<file path="src/rtl/avr_serial_pkg.sv">
// rtl/avr_serial_pkg.sv - shared types and defaults for the AVR serial link
package avr_serial_pkg;

    // PARITY stays in the enum even when unused so tx and rx share one encoding.
    typedef enum logic [2:0] {
        ST_IDLE   = 3'd0,
        ST_START  = 3'd1,
        ST_DATA   = 3'd2,
        ST_PARITY = 3'd3,
        ST_STOP   = 3'd4
    } tx_state_t;

    localparam int AVR_CLK_PER_BIT_DEFAULT = 100;

endpackage

</file>
<file path="src/rtl/avr_tx_fifo.sv">
// rtl/avr_tx_fifo.sv - byte FIFO feeding the AVR serial transmitter
import avr_serial_pkg::*;

module avr_tx_fifo #(
    parameter int DEPTH = 4
) (
    input  logic                   clk,
    input  logic                   rst,
    input  logic                   i_push,
    input  logic [7:0]             i_data,
    input  logic                   i_pop,
    output logic [7:0]             o_data,
    output logic                   o_full,
    output logic                   o_empty,
    output logic [$clog2(DEPTH):0] o_count
);

    localparam int AW = $clog2(DEPTH);
    localparam int CW = AW + 1;

    logic [7:0]    r_mem [DEPTH];
    logic [AW-1:0] r_wr_ptr;
    logic [AW-1:0] r_rd_ptr;
    logic [CW-1:0] r_count;
    logic [CW-1:0] w_count_next;
    logic          r_full;
    logic          r_empty;
    logic          w_do_push;
    logic          w_do_pop;

    assign w_do_push = i_push && !r_full;
    assign w_do_pop  = i_pop && !r_empty && (r_count != '0);

    always_comb begin
        w_count_next = r_count;
        if (w_do_push && !w_do_pop) begin
            w_count_next = r_count + CW'(1);
        end else if (!w_do_push && w_do_pop) begin
            w_count_next = r_count - CW'(1);
        end
    end

    always_ff @(posedge clk) begin
        if (w_do_push) begin
            r_mem[r_wr_ptr] <= i_data;
        end
    end

    // Empty lags occupancy by one cycle so a fresh entry settles before it is read.
    always_ff @(posedge clk) begin
        if (rst) begin
            r_wr_ptr <= '0;
            r_rd_ptr <= '0;
            r_count  <= '0;
            r_full   <= 1'b0;
            r_empty  <= 1'b1;
        end else begin
            if (w_do_push) begin
                r_wr_ptr <= r_wr_ptr + AW'(1);
            end
            if (w_do_pop) begin
                r_rd_ptr <= r_rd_ptr + AW'(1);
            end
            r_count <= w_count_next;
            r_full  <= (w_count_next == CW'(DEPTH));
            r_empty <= (r_count == '0);
        end
    end

    assign o_data  = r_mem[r_rd_ptr];
    assign o_full  = r_full;
    assign o_empty = r_empty;
    assign o_count = r_count;

endmodule

</file>
<file path="src/rtl/avr_serial_tx.sv">
// rtl/avr_serial_tx.sv - buffered UART transmitter to the AVR with busy flow control
// Define AVR_TX_PARITY_EN for 8E1 frames; default build sends 8N1.
import avr_serial_pkg::*;

module avr_serial_tx #(
    parameter int CLK_PER_BIT = AVR_CLK_PER_BIT_DEFAULT,
    parameter int DEPTH       = 4
) (
    input  logic                   clk,
    input  logic                   rst,
    input  logic [7:0]             data_in,
    input  logic                   data_valid,
    output logic                   data_ready,
    input  logic                   avr_rx_busy,
    output logic                   tx,
    output logic                   tx_active,
    output logic [$clog2(DEPTH):0] fifo_count
);

    localparam int BW = $clog2(CLK_PER_BIT);
    localparam logic [BW-1:0] BAUD_LAST = BW'(CLK_PER_BIT - 1);

    tx_state_t   r_state;
    tx_state_t   w_state_next;
    logic [BW-1:0] r_baud;
    logic [2:0]  r_bit_idx;
    logic [7:0]  r_shift;
    logic        r_busy_s1;
    logic        r_busy_s2;
    logic        w_baud_tick;
    logic        w_pop;
    logic        w_full;
    logic        w_empty;
    logic [7:0]  w_fifo_data;
`ifdef AVR_TX_PARITY_EN
    logic        r_parity;
`endif

    avr_tx_fifo #(
        .DEPTH (DEPTH)
    ) u_fifo (
        .clk     (clk),
        .rst     (rst),
        .i_push  (data_valid),
        .i_data  (data_in),
        .i_pop   (w_pop),
        .o_data  (w_fifo_data),
        .o_full  (w_full),
        .o_empty (w_empty),
        .o_count (fifo_count)
    );

    assign data_ready  = !w_full;
    assign w_baud_tick = (r_baud == BAUD_LAST);
    assign w_pop       = (r_state == ST_IDLE) && !w_empty && !r_busy_s2;

    always_ff @(posedge clk) begin
        if (rst) begin
            r_state <= ST_IDLE;
        end else begin
            r_state <= w_state_next;
        end
    end

    always_comb begin
        w_state_next = r_state;
        case (r_state)
            ST_IDLE:   if (w_pop) w_state_next = ST_START;
            ST_START:  if (w_baud_tick) w_state_next = ST_DATA;
            ST_DATA: begin
                if (w_baud_tick && (r_bit_idx == 3'd7)) begin
`ifdef AVR_TX_PARITY_EN
                    w_state_next = ST_PARITY;
`else
                    w_state_next = ST_STOP;
`endif
                end
            end
`ifdef AVR_TX_PARITY_EN
            ST_PARITY: if (w_baud_tick) w_state_next = ST_STOP;
`endif
            ST_STOP:   if (w_baud_tick) w_state_next = ST_IDLE;
            default:   w_state_next = ST_IDLE;
        endcase
    end

    always_comb begin
        tx        = 1'b1;
        tx_active = (r_state != ST_IDLE);
        case (r_state)
            ST_START:  tx = 1'b0;
            ST_DATA:   tx = r_shift[0];
`ifdef AVR_TX_PARITY_EN
            ST_PARITY: tx = r_parity;
`endif
            default:   tx = 1'b1;
        endcase
    end

    // Busy is only ever consulted through the second synchronizer stage.
    always_ff @(posedge clk) begin
        if (rst) begin
            r_busy_s1 <= 1'b0;
            r_busy_s2 <= 1'b0;
            r_baud    <= '0;
            r_bit_idx <= '0;
            r_shift   <= '0;
`ifdef AVR_TX_PARITY_EN
            r_parity  <= 1'b0;
`endif
        end else begin
            r_busy_s1 <= avr_rx_busy;
            r_busy_s2 <= r_busy_s1;
            if (r_state == ST_IDLE) begin
                r_baud <= '0;
            end else if (w_baud_tick) begin
                r_baud <= '0;
            end else begin
                r_baud <= r_baud + BW'(1);
            end
            if (w_pop) begin
                r_shift   <= w_fifo_data;
                r_bit_idx <= '0;
`ifdef AVR_TX_PARITY_EN
                r_parity  <= ^w_fifo_data;
`endif
            end else if ((r_state == ST_DATA) && w_baud_tick) begin
                r_shift   <= {1'b0, r_shift[7:1]};
                r_bit_idx <= r_bit_idx + 3'd1;
            end
        end
    end

endmodule

</file>
<file path="config.mk">
export PLATFORM = sky130hd
export DESIGN_NAME = avr_serial_tx
export DESIGN_NICKNAME = d
export VERILOG_FILES = /design/src/rtl/avr_serial_pkg.sv /design/src/rtl/avr_tx_fifo.sv /design/src/rtl/avr_serial_tx.sv
export SDC_FILE = /design/constraint.sdc
export NUM_CORES = 1
export LEC_CHECK = 0
export CAP_MARGIN = 20
export CORE_AREA = 2 2 56 111
export DETAILED_ROUTE_END_ITERATION = 10
export DIE_AREA = 0 0 58 113
export PLACE_DENSITY = 0.63
export SLEW_MARGIN = 20
export SYNTH_ARGS = -nofsm -noshare
export SYNTH_HDL_FRONTEND = slang
export SYNTH_SLANG_ARGS = --single-unit
</file>
<file path="constraint.sdc">
create_clock -name clk -period 2 [get_ports clk]
set_input_delay 0.4 -clock clk [delete_from_list [all_inputs] [get_ports clk]]
set_output_delay 0.4 -clock clk [all_outputs]
set_load 0.02 [all_outputs]
</file>
==> summary.md <==
| Metric | Value |
|---|---|
| Area grow syn2layout | 21.6% |
| Warnings, synthesis | 0 |
| Max Freq | 0.533 GHz |
| Fin crit share | 93.7% |
| Root Buffer | clkbuf_16 |
| CP max-delay cell | dfxtp_2 |
| Top_reg_cell synth | dfxtp_1 |
| Cell area after layout | 3370 µm² |
| Vias in the first global route | 1,738 |
| Slew Limit Fails | 0 |
| Routability cong. | 0.814 |
| Arrival time of the worst setup path | 1.47 ns |
| Starting Density | 49.0% |
| Residual DRC count | 0 |
| Post-DR vias/cell | 5.45 |
| First-pass GRT wire length | 7.65 mm |
| Most Crowded Layer GR | met2 |
| Core ar. | 5660 µm² |
| CTS Sinks | 66 |
| Initial antenna violation count | 0 |
| Final Skew | 0.00540 ns |
| Final worst path period need | 1.87 ns |
| Die width | 58 µm |
| Gr usage total | 16.0% |
| Post-Syn Area | 2770 µm² |
| Filler Cell Count | 483 |
| Fin util | 59.6% |
| CP Cell Sequence | nor2b_2 > a21oi_1 > or2_2 > dlygate4sd2_1 |
| CP max FO | 4 |
| Slew at the pin closest to its max-slew limit | 0.492 ns |
| R2r worst-path depth | 6 |
| Share of layout cells above drive strength 1 | 17.5% |
| Via count | 1,732 |
| Critical path class | reg2out |
| CTS Buffer Depth | 2 |
| Congestion Overflow GR | 0 |
| Post-Synthesis Cells | 221 |
| Port buffer count | 17 |
| Final TNS setup | 0 ns |
| Ranking of synthesized cells by area | edfxtp_1, dfxtp_1, mux4_2 |
| Die Area | 6550 µm² |
| CP endpoint kind | output pin |
| VDD IR max | 0.958 mV |
| Leakage | 1.27 nW |
| Hold path cells | 1 |
| Maxcap violations | 0 |
| Pre-CTS setup slack | 0.168 ns |
| Post-synth top area cell | edfxtp_1 |
| Num ports | 18 |
| Nets@finish | 275 |
| Top Family by Delay on Critical Path | simple AND/OR/NAND/NOR gates |
| Placed cell area | 3080 µm² |
| Ys async rst share | 0% |
| RSZ-0062 raised after global routing | false |
| H-tree Lvls | 3 |
| Syn nets | 243 |
| DRT iter0 DRCs | 30 |
| Path length in cells of the critical path | 4 |
| Setup-failing EPs final | 0 |
| Wire per inst | 14.2 µm |
| Most numerous cell in the Yosys netlist | dfxtp_1 |
| GR Layer Usage met1 | 15.8% |
| Startpoint Class | flop |
| Number of flops mapped to enable cells by yosys | 32 |
| Worst-path clk slew | 0.05 ns |
| Final WL | 4.53 mm |
| Synth cell count leaders | dfxtp_1, edfxtp_1, nor2_1 |
| TritonCTS clock tree | built |
| Worst setup margin | 0.125 ns |
| Clk Latency, worst-skew pair | 0.33 ns |
| Power Density | 1070 nW/µm² |
| Crit path buf inv count | 1 |
| CP max stage delay | 0.37 ns |
| Area share of the largest cell type after synthesis | 34.6% |
| Max-slew headroom | 67.2% |
| Die height | 113 µm |
| Yosys reg bits | 66 |
| Required time of the critical path | 1.60 ns |
| Met2 Resource Use GR | 28.1% |
| Num rows | 39 |
| DP HPWL | 3.36 mm |
| Syn avg cell area | 12.6 µm² |
| Post-synthesis cell type count | 39 |
| Antenna cells | 0 |
| GR Util met3 | 5.60% |
| Largest net degree at the start of global routing | 18 |
| Outcome | finished, final reports clean |
| DRT antenna net count | 0 |
| Final hold violations | 0 |
| Sequential element share of the synthesized area | 59.2% |
| CTS Buf Count | 9 |
| Type of the worst min-delay path | reg2reg |
| TritonRoute pass-1 iters | 4 |
final timing paths:
kind                                 endpoint              start  slack (ns)
worst max register to register  u_fifo.o_full  u_fifo.o_count[0]        0.36
worst min register to register      r_busy_s2          r_busy_s1        0.44
worst max-delay path                       tx         r_state[0]        0.13
worst min-delay path                r_busy_s2          r_busy_s1        0.44
worst reg2reg max path: stages, from the launching register on:
cell	delay, ns
dfxtp_1	0.33
inv_1	0.08
ha_1	0.24
nor2b_1	0.19
nor3_1	0.34
mux2i_1	0.26
a22oi_2	0.07
where the power goes:
group          internal (mW)  switching [mW]  total [mW]
Sequential              1.52          0.0491        1.57
Clock                  0.945           0.520        1.47
Combinational          0.266           0.306       0.572
layout by cell type, fill, tap and decap left out, types with 8 or more instances in the layout:
| cell type | instances |
|---|---|
| ha_1 | 10 |
| mux4_2 | 8 |
| edfxtp_1 | 32 |
| buf_4 | 14 |
| nor2_1 | 24 |
| clkdlybuf4s50_1 | 15 |
| inv_1 | 8 |
| dfxtp_1 | 32 |
| mux2i_1 | 10 |
| clkbuf_16 | 9 |
| nand2_1 | 13 |
| a211oi_1 | 10 |
metrics by stage:
stage               total power, mW  hold slack (ns)  std cells
detailed placement             2.17            0.440        302
CTS                            3.65            0.451        318
global route                   3.79            0.465        318
global placement               2.17            0.436        302
finish                         3.61            0.444        318
floorplan                      1.98            0.414        221
cell families after synthesis:
kind of cell             Yosys count  share of synthesized area, %
AND/OR/NAND/NOR                   76                          14.2
flip-flops                        66                          59.2
AO/OA/AOI/OAI                     24                          6.77
buffers and inverters             19                          2.75
multiplexers                      18                          10.1
adder cells (fa/ha/maj)           10                          4.51
XOR/XNOR                           8                          2.53
cell type report:
class	count	area (µm²)	area share, %
clock buffers	9	225	6.68
clock inverters	6	58.8	1.74
inverters	9	36.3	1.08
multi-input cells	136	1060	31.4
flip-flops and latches	66	1640	48.8
well taps	61	76.3	2.26
repair buffers	31	273	8.09
flip-flops by register name (all words and copies together), names as in the netlist, named ones only:
| signal | flops |
|---|---|
| u_fifo.o_full | 1 |
| r_busy_s1 | 1 |
| u_fifo.o_count | 3 |
| u_fifo.r_mem | 32 |
| u_fifo.o_empty | 1 |
| r_shift | 8 |
| u_fifo.r_rd_ptr | 2 |
| r_state | 3 |
| r_busy_s2 | 1 |
| r_bit_idx | 3 |
| r_baud | 7 |
| u_fifo.r_wr_ptr | 2 |
per-layer routing:
| layer | wire length (µm) | part of all wire, % | up-vias |
|---|---|---|---|
| met5 | 0 | 0 | - |
| met4 | 106 | 2.3 | 0 |
| met3 | 172 | 3.8 | 7 |
| met2 | 2550 | 56 | 23 |
| met1 | 1700 | 38 | 833 |
| li1 | - | - | 869 |
repair_timing:
item                                    in CTS  in global routing
gates resized for setup                      2                  3
pin swaps                                    1                  0
setup buffers                                1                  0
endpoints found under the setup margin       2                  1
hold buffers                                 0                  0
gates cloned                                 0                  0
Power figures use the tool's default switching activity.
